==> config.mk <==
export PLATFORM = sky130hd
export DESIGN_NAME = grid_input_feeder_flat
export DESIGN_NICKNAME = d
export VERILOG_FILES = /design/src/rtl/grid_input_feeder_pkg.sv /design/src/rtl/grid_input_feeder_if.sv /design/src/rtl/grid_input_feeder_fifo.sv /design/src/rtl/grid_input_feeder.sv /design/src/flat_wrapper.sv
export SDC_FILE = /design/constraint.sdc
export NUM_CORES = 2
export LEC_CHECK = 0
export BUFFER_PORTS_ARGS = -buffer_cell sky130_fd_sc_hd__buf_2
export CORE_ASPECT_RATIO = 0.5
export CORE_MARGIN = 1
export CORE_UTILIZATION = 65
export DETAILED_ROUTE_END_ITERATION = 10
export PLACE_DENSITY = 0.82
export SETUP_SLACK_MARGIN = 0.1
export SLEW_MARGIN = 20
export SYNTH_ARGS = -nofsm -noshare
export SYNTH_HDL_FRONTEND = slang
export SYNTH_SLANG_ARGS = --single-unit
==> constraint.sdc <==
create_clock -name clk -period 8.7 [get_ports clk]
set_input_delay 1.74 -clock clk [delete_from_list [all_inputs] [get_ports clk]]
set_output_delay 1.74 -clock clk [all_outputs]
set_load 0.02 [all_outputs]
==> src/rtl/grid_input_feeder_pkg.sv <==
// Shared constants and state type for the grid input feeder and its FIFO.
package ranc_feeder_pkg;

    localparam int DEFAULT_PACKET_WIDTH = 30;
    localparam int FRAMES_DONE_WIDTH    = 16;

    typedef enum logic [1:0] {
        IDLE      = 2'd0,
        STREAM    = 2'd1,
        WAIT_DONE = 2'd2
    } feeder_state_e;

endpackage

==> src/rtl/grid_input_feeder_if.sv <==
// Host load/commit signals, grid read handshake and feeder status bundled together.
interface grid_input_feeder_if
    import ranc_feeder_pkg::*;
#(
    parameter int PACKET_WIDTH    = DEFAULT_PACKET_WIDTH,
    parameter int FRAME_CNT_WIDTH = 7
);

    logic                         wr_en;
    logic [PACKET_WIDTH-1:0]      wr_data;
    logic                         full;
    logic [FRAME_CNT_WIDTH-1:0]   frame_len;
    logic                         frame_len_valid;
    logic                         frame_len_ready;
    logic                         ren_to_input_buffer;
    logic                         input_buffer_empty;
    logic [PACKET_WIDTH-1:0]      packet_in;
    logic                         cores_done;
    logic                         frame_active;
    logic [FRAMES_DONE_WIDTH-1:0] frames_done;
    logic                         error;

    modport master (
        output wr_en, wr_data, frame_len, frame_len_valid, ren_to_input_buffer, cores_done,
        input  full, frame_len_ready, input_buffer_empty, packet_in, frame_active,
               frames_done, error
    );

    modport slave (
        input  wr_en, wr_data, frame_len, frame_len_valid, ren_to_input_buffer, cores_done,
        output full, frame_len_ready, input_buffer_empty, packet_in, frame_active,
               frames_done, error
    );

endinterface

==> src/rtl/grid_input_feeder_fifo.sv <==
// Synchronous packet FIFO with registered read data; callers must not write when full
// nor read when empty.
module packet_fifo #(
    parameter int WIDTH = 30,
    parameter int DEPTH = 64
) (
    input  logic                       clk,
    input  logic                       rst,
    input  logic                       wr_en,
    input  logic [WIDTH-1:0]           wr_data,
    input  logic                       rd_en,
    output logic [WIDTH-1:0]           rd_data,
    output logic [$clog2(DEPTH):0]     count
);

    localparam int AW = $clog2(DEPTH);
    localparam int CW = AW + 1;

    logic [WIDTH-1:0] mem [DEPTH];
    logic [AW-1:0]    wr_ptr;
    logic [AW-1:0]    rd_ptr;

    // Pointers wrap naturally at DEPTH; the extra count bit separates full from empty.
    always_ff @(posedge clk or negedge rst) begin
        if (!rst) begin
            wr_ptr  <= '0;
            rd_ptr  <= '0;
            count   <= '0;
            rd_data <= '0;
        end else begin
            if (wr_en) begin
                wr_ptr <= wr_ptr + AW'(1);
            end
            if (rd_en) begin
                rd_ptr  <= rd_ptr + AW'(1);
                rd_data <= mem[rd_ptr];
            end
            case ({wr_en, rd_en})
                2'b10:   count <= count + CW'(1);
                2'b01:   count <= count - CW'(1);
                default: count <= count;
            endcase
        end
    end

    always_ff @(posedge clk) begin
        if (wr_en) begin
            mem[wr_ptr] <= wr_data;
        end
    end

endmodule

==> src/rtl/grid_input_feeder.sv <==
// Frame-gated packet buffer feeding the RANC grid: releases exactly one committed frame
// of packets, then waits for the grid's cores_done rise before accepting the next frame.
module grid_input_feeder
    import ranc_feeder_pkg::*;
#(
    parameter int PACKET_WIDTH    = DEFAULT_PACKET_WIDTH,
    parameter int DEPTH           = 64,
    parameter int FRAME_CNT_WIDTH = 7
) (
    input  logic                clk,
    input  logic                rst,
    grid_input_feeder_if.slave  bus
);

    localparam int CW = $clog2(DEPTH) + 1;

    localparam logic [1:0] ST_IDLE      = IDLE;
    localparam logic [1:0] ST_STREAM    = STREAM;
    localparam logic [1:0] ST_WAIT_DONE = WAIT_DONE;

    logic [1:0]                   state;
    logic [FRAME_CNT_WIDTH-1:0]   remaining;
    logic [FRAMES_DONE_WIDTH-1:0] frames_done;
    logic                         error;
    logic                         cores_done_q;
    logic [CW-1:0]                fifo_count;
    logic                         fifo_empty;
    logic                         fifo_full;
    logic                         buf_empty;
    logic                         pop;
    logic                         wr_accept;
    logic                         cores_rise;

    assign fifo_empty = (fifo_count == '0);
    assign fifo_full  = (fifo_count == CW'(DEPTH));
    assign buf_empty  = (state != ST_STREAM) || (remaining == '0) || fifo_empty;
    assign pop        = bus.ren_to_input_buffer && !buf_empty;
    assign wr_accept  = bus.wr_en && !fifo_full;
    assign cores_rise = bus.cores_done && !cores_done_q;

    assign bus.full               = fifo_full;
    assign bus.input_buffer_empty = buf_empty;
    assign bus.frame_len_ready    = (state == ST_IDLE);
    assign bus.frame_active       = (state != ST_IDLE);
    assign bus.frames_done        = frames_done;
    assign bus.error              = error;

    packet_fifo #(
        .WIDTH (PACKET_WIDTH),
        .DEPTH (DEPTH)
    ) u_fifo (
        .clk     (clk),
        .rst     (rst),
        .wr_en   (wr_accept),
        .wr_data (bus.wr_data),
        .rd_en   (pop),
        .rd_data (bus.packet_in),
        .count   (fifo_count)
    );

    // Frame sequencing: a zero-length commit skips straight to waiting for the grid.
    always_ff @(posedge clk or negedge rst) begin
        if (!rst) begin
            state        <= ST_IDLE;
            remaining    <= '0;
            frames_done  <= '0;
            cores_done_q <= 1'b0;
        end else begin
            cores_done_q <= bus.cores_done;
            case (state)
                ST_IDLE: begin
                    if (bus.frame_len_valid) begin
                        remaining <= bus.frame_len;
                        state     <= (bus.frame_len == '0) ? ST_WAIT_DONE : ST_STREAM;
                    end
                end
                ST_STREAM: begin
                    if (pop) begin
                        remaining <= remaining - FRAME_CNT_WIDTH'(1);
                        if (remaining == FRAME_CNT_WIDTH'(1)) begin
                            state <= ST_WAIT_DONE;
                        end
                    end
                end
                ST_WAIT_DONE: begin
                    if (cores_rise) begin
                        state       <= ST_IDLE;
                        frames_done <= frames_done + FRAMES_DONE_WIDTH'(1);
                    end
                end
                default: state <= ST_IDLE;
            endcase
        end
    end

    // A grid finishing while packets are still owed is judged against the pre-edge state.
    always_ff @(posedge clk or negedge rst) begin
        if (!rst) begin
            error <= 1'b0;
        end else if ((bus.ren_to_input_buffer && buf_empty) ||
                     (bus.wr_en && fifo_full) ||
                     (cores_rise && (state == ST_STREAM))) begin
            error <= 1'b1;
        end
    end

endmodule
==> src/flat_wrapper.sv <==
// flat-port wrapper written by rule: the top's interface ports become plain ports
module grid_input_feeder_flat import ranc_feeder_pkg::*;
#(
    parameter int PACKET_WIDTH    = DEFAULT_PACKET_WIDTH,
    parameter int DEPTH           = 64,
    parameter int FRAME_CNT_WIDTH = 7
)
  (clk, rst, bus_wr_en, bus_wr_data, bus_frame_len, bus_frame_len_valid, bus_ren_to_input_buffer, bus_cores_done, bus_full, bus_frame_len_ready, bus_input_buffer_empty, bus_packet_in, bus_frame_active, bus_frames_done, bus_error);
  grid_input_feeder_if #(.PACKET_WIDTH(PACKET_WIDTH), .FRAME_CNT_WIDTH(FRAME_CNT_WIDTH)) bus_i ();
  input  logic clk;
  input  logic rst;
  input wire logic [$bits(bus_i.wr_en)-1:0] bus_wr_en;
  input wire logic [$bits(bus_i.wr_data)-1:0] bus_wr_data;
  input wire logic [$bits(bus_i.frame_len)-1:0] bus_frame_len;
  input wire logic [$bits(bus_i.frame_len_valid)-1:0] bus_frame_len_valid;
  input wire logic [$bits(bus_i.ren_to_input_buffer)-1:0] bus_ren_to_input_buffer;
  input wire logic [$bits(bus_i.cores_done)-1:0] bus_cores_done;
  output wire logic [$bits(bus_i.full)-1:0] bus_full;
  output wire logic [$bits(bus_i.frame_len_ready)-1:0] bus_frame_len_ready;
  output wire logic [$bits(bus_i.input_buffer_empty)-1:0] bus_input_buffer_empty;
  output wire logic [$bits(bus_i.packet_in)-1:0] bus_packet_in;
  output wire logic [$bits(bus_i.frame_active)-1:0] bus_frame_active;
  output wire logic [$bits(bus_i.frames_done)-1:0] bus_frames_done;
  output wire logic [$bits(bus_i.error)-1:0] bus_error;
  assign bus_i.wr_en = bus_wr_en;
  assign bus_i.wr_data = bus_wr_data;
  assign bus_i.frame_len = bus_frame_len;
  assign bus_i.frame_len_valid = bus_frame_len_valid;
  assign bus_i.ren_to_input_buffer = bus_ren_to_input_buffer;
  assign bus_i.cores_done = bus_cores_done;
  assign bus_full = bus_i.full;
  assign bus_frame_len_ready = bus_i.frame_len_ready;
  assign bus_input_buffer_empty = bus_i.input_buffer_empty;
  assign bus_packet_in = bus_i.packet_in;
  assign bus_frame_active = bus_i.frame_active;
  assign bus_frames_done = bus_i.frames_done;
  assign bus_error = bus_i.error;
  grid_input_feeder #(.PACKET_WIDTH(PACKET_WIDTH), .DEPTH(DEPTH), .FRAME_CNT_WIDTH(FRAME_CNT_WIDTH)) u_core (.clk(clk), .rst(rst), .bus(bus_i));
endmodule
# == Word level (Yosys, flattened, before mapping) ==
# Memories as Yosys holds them, arrays and structs flattened. A register that Yosys moved wholly into a read port is not among the register bits.
# Cells that the tools add are included.
# totals
ff_bits,46
inputBits,43
n_memories,1
ram_bits,1920
output_inout_bits,51
# op_classes
n_mux,12
eq_ne,11
n_addsub,6
reduce_logical,24
# memory_table
memory,words,word_bits,rd,rd_clocked_by_memory_dff,write_ports,line_no,source
u_core.u_fifo.mem,64,30,1,1,1,grid_input_feeder_fifo.sv:19,logic [WIDTH-1:0] mem [DEPTH];
# ops
op,count
7-bit case mux with 2 select lines,2
7-bit logical NOT,3
16-bit by 1-bit adder with 16-bit output (second input constant),1
7-bit 2-to-1 mux,2
7-bit by 1-bit subtractor with 7-bit output (second input constant),2
6-bit by 1-bit adder with 6-bit output (second input constant),2
2-bit 2-to-1 mux,5
7-bit by 1-bit adder with 7-bit output (second input constant),1
7-bit by 1-bit equality test with 1-bit output (second input constant),1
7-bit equality test (second input constant),1
1-bit logical AND,6
2-bit by 1-bit != test with 1-bit output (second input constant),3
2-bit case mux with 3 select lines,1
2-bit nonzero test,3
2-bit by 1-bit equality test with 1-bit output (second input constant),2
2-bit equality test (second input constant),2
1-bit logical NOT,4
1-bit logical OR,4
2-bit != test (second input constant),2
4-bit AND reduction,1
3-bit AND reduction,1
2-bit logical NOT,1
1-bit 2-to-1 mux,2
2-bit AND reduction,1

# == Longest topological paths before layout ==
# logic_depth
word_depth,7
mapped_depth,16
mapped_depth_nobuf,14

# == By module ==
# A second synthesis with hierarchy kept.
# hier_totals
cells_unflattened,3876
hier_area_um2,77498.1
# by_module_without_submodules
module,instances,area_per_inst_um2,cells_each
packet_fifo,1,76021.7,3733
grid_input_feeder,1,1476.4,143

# == Worst setup path after synthesis ==
# Ideal clock, no wire load.
# synth_path
path_type,input to register
startpoint,input port bus_ren_to_input_buffer
endpoint,register u_core.u_fifo.count[6]
cell_stages,12
slack_ns,4.189
setup_ns,0.079
t_arrival_ns,4.432
cell_sequence,inv_1 > nor4_2 > clkbuf_1 > buf_2 > ha_1 > ha_1 > nor2b_1 > o21ai_0 > a21boi_0 > or4_1 > nand3_1 > xor2_1
# synth_via
elab_chain_len,3
word_cells_on_any_way,5
# synth_lines
element,line_no,source
"start, declared",flat_wrapper.sv:16,input wire logic [$bits(bus_i.ren_to_input_buffer)-1:0] bus_ren_to_input_buffer;
1-bit logical AND (*),grid_input_feeder.sv:37,assign pop = bus.ren_to_input_buffer && !buf_empty;
named net u_core.pop,grid_input_feeder.sv:30,logic pop;
2-bit by 1-bit equality test with 1-bit output or 2-bit equality test (tied branches),grid_input_feeder_fifo.sv:38,"case ({wr_en, rd_en})"
7-bit case mux with 2 select lines or 2-bit nonzero test (tied branches),--,
"end signal, assigned",grid_input_feeder_fifo.sv:39,2'b10: count <= count + CW'(1);
"end signal, assigned",grid_input_feeder_fifo.sv:40,2'b01: count <= count - CW'(1);
"end signal, assigned",grid_input_feeder_fifo.sv:41,default: count <= count;
"end, declared",grid_input_feeder_fifo.sv:13,output logic [$clog2(DEPTH):0] count
# Mark *: on every way through the listed nets, which the timed path passes. The rest lies on a longest branch.
# A chain may end at the register's enable or synchronous reset.

==> summary.txt <==
Detail Route Antenna Nets -> 0
Core Area -> 118000 um^2
Die area -> 121000 um^2
Worst slew pin tran -> 1.23 ns
CTS Root Buffer Type -> clkbuf_16
Syn Std Cell Area -> 77500 um^2
Final Setup Violations -> 0
CTS tree -> done
Initial antenna violation count -> 13
Global route overflow -> 0
WL final -> 206000 um
FFs w/ async S/R, synth -> 0.0381
IO buf count -> 93
Clock power share -> 0.269
Die W -> 490 um
Total number of vias -> 41700
CTS sink count -> 1996
Fin area -> 85200 um^2
Gr usage total -> 0.337
Wirelength per Cell -> 35.2 um
Starting density of the core -> 0.657
Leak -> 28.0 nW
Final hold viol count -> 0
Crit-path max FO -> 113
CP max stage cell -> nor4_1
Commonest non-fill, non-tap cell in the layout -> edfxtp_1
CP max stage delay -> 1.04 ns
CTS H-tree depth -> 4
CP Class -> register to register
DRC viols -> 0
Post-CTS Setup Repair Bufs -> 0
Post-DP Area -> 79900 um^2
Number of flops mapped to enable cells by yosys -> 1920
Num CTS Buffers -> 163
Clk_skew -> 0.0366 ns
Pwr Total -> 27.5 mW
Sequential share of power -> 0.418
Cts hold-fix bufs -> 0
Clock period minus worst slack -> 4.81 ns
Pwr dens -> 322 nW/um^2
Yosys warns -> 0
#FFs+latches synth -> 1996
Max Buffers Root-to-Sink -> 3
Highest-count cells in the layout ignoring fill and taps -> edfxtp_1 (1920), mux2i_1 (497), mux4_2 (270)
Sequential share of the synthesized area -> 0.768
Pins Over Slew Limit -> 0
Final nets -> 4175
FILL cells -> 6318
Relative slew margins -> 0.172
Met1 wire length -> 72600 um
Fmax -> 208 MHz
Max-cap violations -> 0
Period utilisation layout -> 0.552
DR top layer -> met5
Net Count, Synth -> 4048
Comb power frac -> 0.314
Net Sw Frac -> 0.347
RSZ-0062 raised after global routing -> no
Cts repair resizes -> 0
Netlist cell types -> 57
Crit path DAT -> 5.46 ns
Critical Path RT -> 9.35 ns
Largest net degree at the start of global routing -> 149
Seq. cell area -> 59600 um^2
Row Count -> 89
Worst Hold Class -> register to register
Syn Inst Count -> 3993
Internal power -> 17.9 mW
Setup TNS Final -> 0 ns
Mean Syn Cell Area -> 19.4 um^2
VDD IR-drop max -> 246 uV
Layout overhead on the synthesized area -> 9.93%
Outcome -> complete, no violations
Chip height -> 246 um
Wire length on met2 -> 88100 um
Vias in the first global route -> 39700
Via density -> 7.13
Cells along the critical path -> buf_12 -> or3b_2 -> buf_4 -> nor2_1 -> nor4_1 -> o21ai_0 -> nand3_1 -> a31oi_1
DRT iter0 DRCs -> 7195
NetSw -> 9.54 mW
DP HPWL -> 108000 um
Startpoint types -> register
Top Ports -> 94
First drt pass iteration count -> 8
Area of the multi-input gates -> 17200 um^2
Met3 WL -> 38200 um
Worst skew pair latency -> 0.82 ns
Final GP Congestion -> 0.903
Synth Flop Type -> edfxtp_1
First-pass GRT wire length -> 285000 um
Layout cells sized above 1 -> 0.181
Clock slew at reported path FFs -> 0.07 ns
Critical Path End Type -> register
## final timing paths
path                                                   startpoint                                     end  slack (ns)  depth (start not counted)
setup / recovery              u_core.u_fifo.rd_ptr[2]$_DFFE_PN0P_    u_core.u_fifo.rd_data[3]$_DFFE_PN0P_        3.89                          8
hold / removal             u_core.bus.frames_done[15]$_DFFE_PN0P_  u_core.bus.frames_done[15]$_DFFE_PN0P_        0.48                          1
setup reg to reg              u_core.u_fifo.rd_ptr[2]$_DFFE_PN0P_    u_core.u_fifo.rd_data[3]$_DFFE_PN0P_        3.89                          8
hold reg to reg            u_core.bus.frames_done[15]$_DFFE_PN0P_  u_core.bus.frames_done[15]$_DFFE_PN0P_        0.48                          1
max in group asynchronous                                     rst     u_core.u_fifo.rd_ptr[0]$_DFFE_PN0P_        6.64                          2
min in group asynchronous                                     rst            u_core.bus.error$_DFFE_PN0P_        0.82                          1
## registers in the layout, indices dropped and copies added, names as in the netlist
register                cells
u_core.u_fifo.mem        1920
u_core.u_fifo.rd_data      30
u_core.bus.frames_done     16
u_core.remaining            7
u_core.u_fifo.count         7
u_core.u_fifo.rd_ptr        6
u_core.u_fifo.wr_ptr        6
u_core.state                2
u_core.bus.error            1
u_core.cores_done_q         1
## cell usage after synthesis (5+ instances only)
cell          n  area, um^2
edfxtp_1   1920       57700
mux2i_1     497        4970
mux4_2      270        6080
nor2_1      226         848
nand2_1     136         510
a22oi_1     106         796
o21ai_0     105         526
o22ai_1      90         563
dfrtp_1      76        1900
clkbuf_1     69         259
buf_2        64         320
a31oi_1      50         313
a21oi_1      48         240
buf_4        43         323
nor3_1       36         180
nand3_1      35         175
nor4_1       27         169
buf_6        24         270
xnor2_1      24         210
buf_1        15        56.3
inv_1        15        56.3
ha_1         11         138
nor2b_1      11        68.8
o221ai_1     11        96.3
nand4_1       8        50.1
or3_1         7        43.8
a221oi_1      6        52.6
a2111oi_0     5        43.8
a32oi_1       5        43.8
mux4_1        5         131
xor2_1        5        43.8
## logic make-up (layout without fill, tap and decap cells)
logic type | Yosys count | count (layout) | share of synthesized area
compound gates | 434 | 434 | 0.0353
simple gates | 513 | 513 | 0.0291
other cells | 0 | 2 | 0
flops | 1996 | 1996 | 0.768
fa+ha+maj | 12 | 12 | 0.00203
mux | 775 | 775 | 0.145
xor+xnor | 29 | 29 | 0.00328
buf+inv | 234 | 489 | 0.0172
## final cells by class
class / instances / share of cell area
repair buffers: 181 / 0.0149
well taps: 1592 / 0.0234
clock buffers: 213 / 0.0520
clock inverters: 80 / 0.00822
diodes: 2 / 0.0000587
multi-input cells: 1763 / 0.202
inverters: 15 / 0.000661
flip-flops and latches: 1996 / 0.699
## power by group through the flow
| stage | combinational, mW | sequential [mW] | clock, mW |
|---|---|---|---|
| final | 8.62 | 11.5 | 7.38 |
| after global routing | 8.90 | 11.5 | 7.69 |
| after CTS | 8.27 | 11.4 | 7.34 |
| after detailed placement | 8.07 | 11.6 | 0 |
| after global placement | 7.88 | 11.6 | 0 |
| after floorplan | 5.35 | 11.4 | 0 |
## per-stage QoR
stage	setup WS, ns	utilization	cells	hold slack (ns)
finish	3.89	0.722	5842	0.483
global route	3.93	0.722	5842	0.493
CTS	4.06	0.720	5835	0.485
detailed placement	3.81	0.677	5542	0.471
global placement	3.74	0.677	5541	0.461
floorplan	4.19	-	3993	0.455
## worst max-delay path, delay by kind of cell (launching register included)
kind	cells	cell delay, ns
compound gates	2	0.36
simple gates	4	2.10
flops	1	0.86
buf+inv	2	1.15
## per-layer routing
| metal | GRT usage | up-vias |
|---|---|---|
| li1 | - | 16400 |
| met1 | 0.486 | 21000 |
| met2 | 0.475 | 3781 |
| met3 | 0.140 | 392 |
| met4 | 0.102 | 6 |
| met5 | 0 | - |
(Power assumes the default switching activity.)
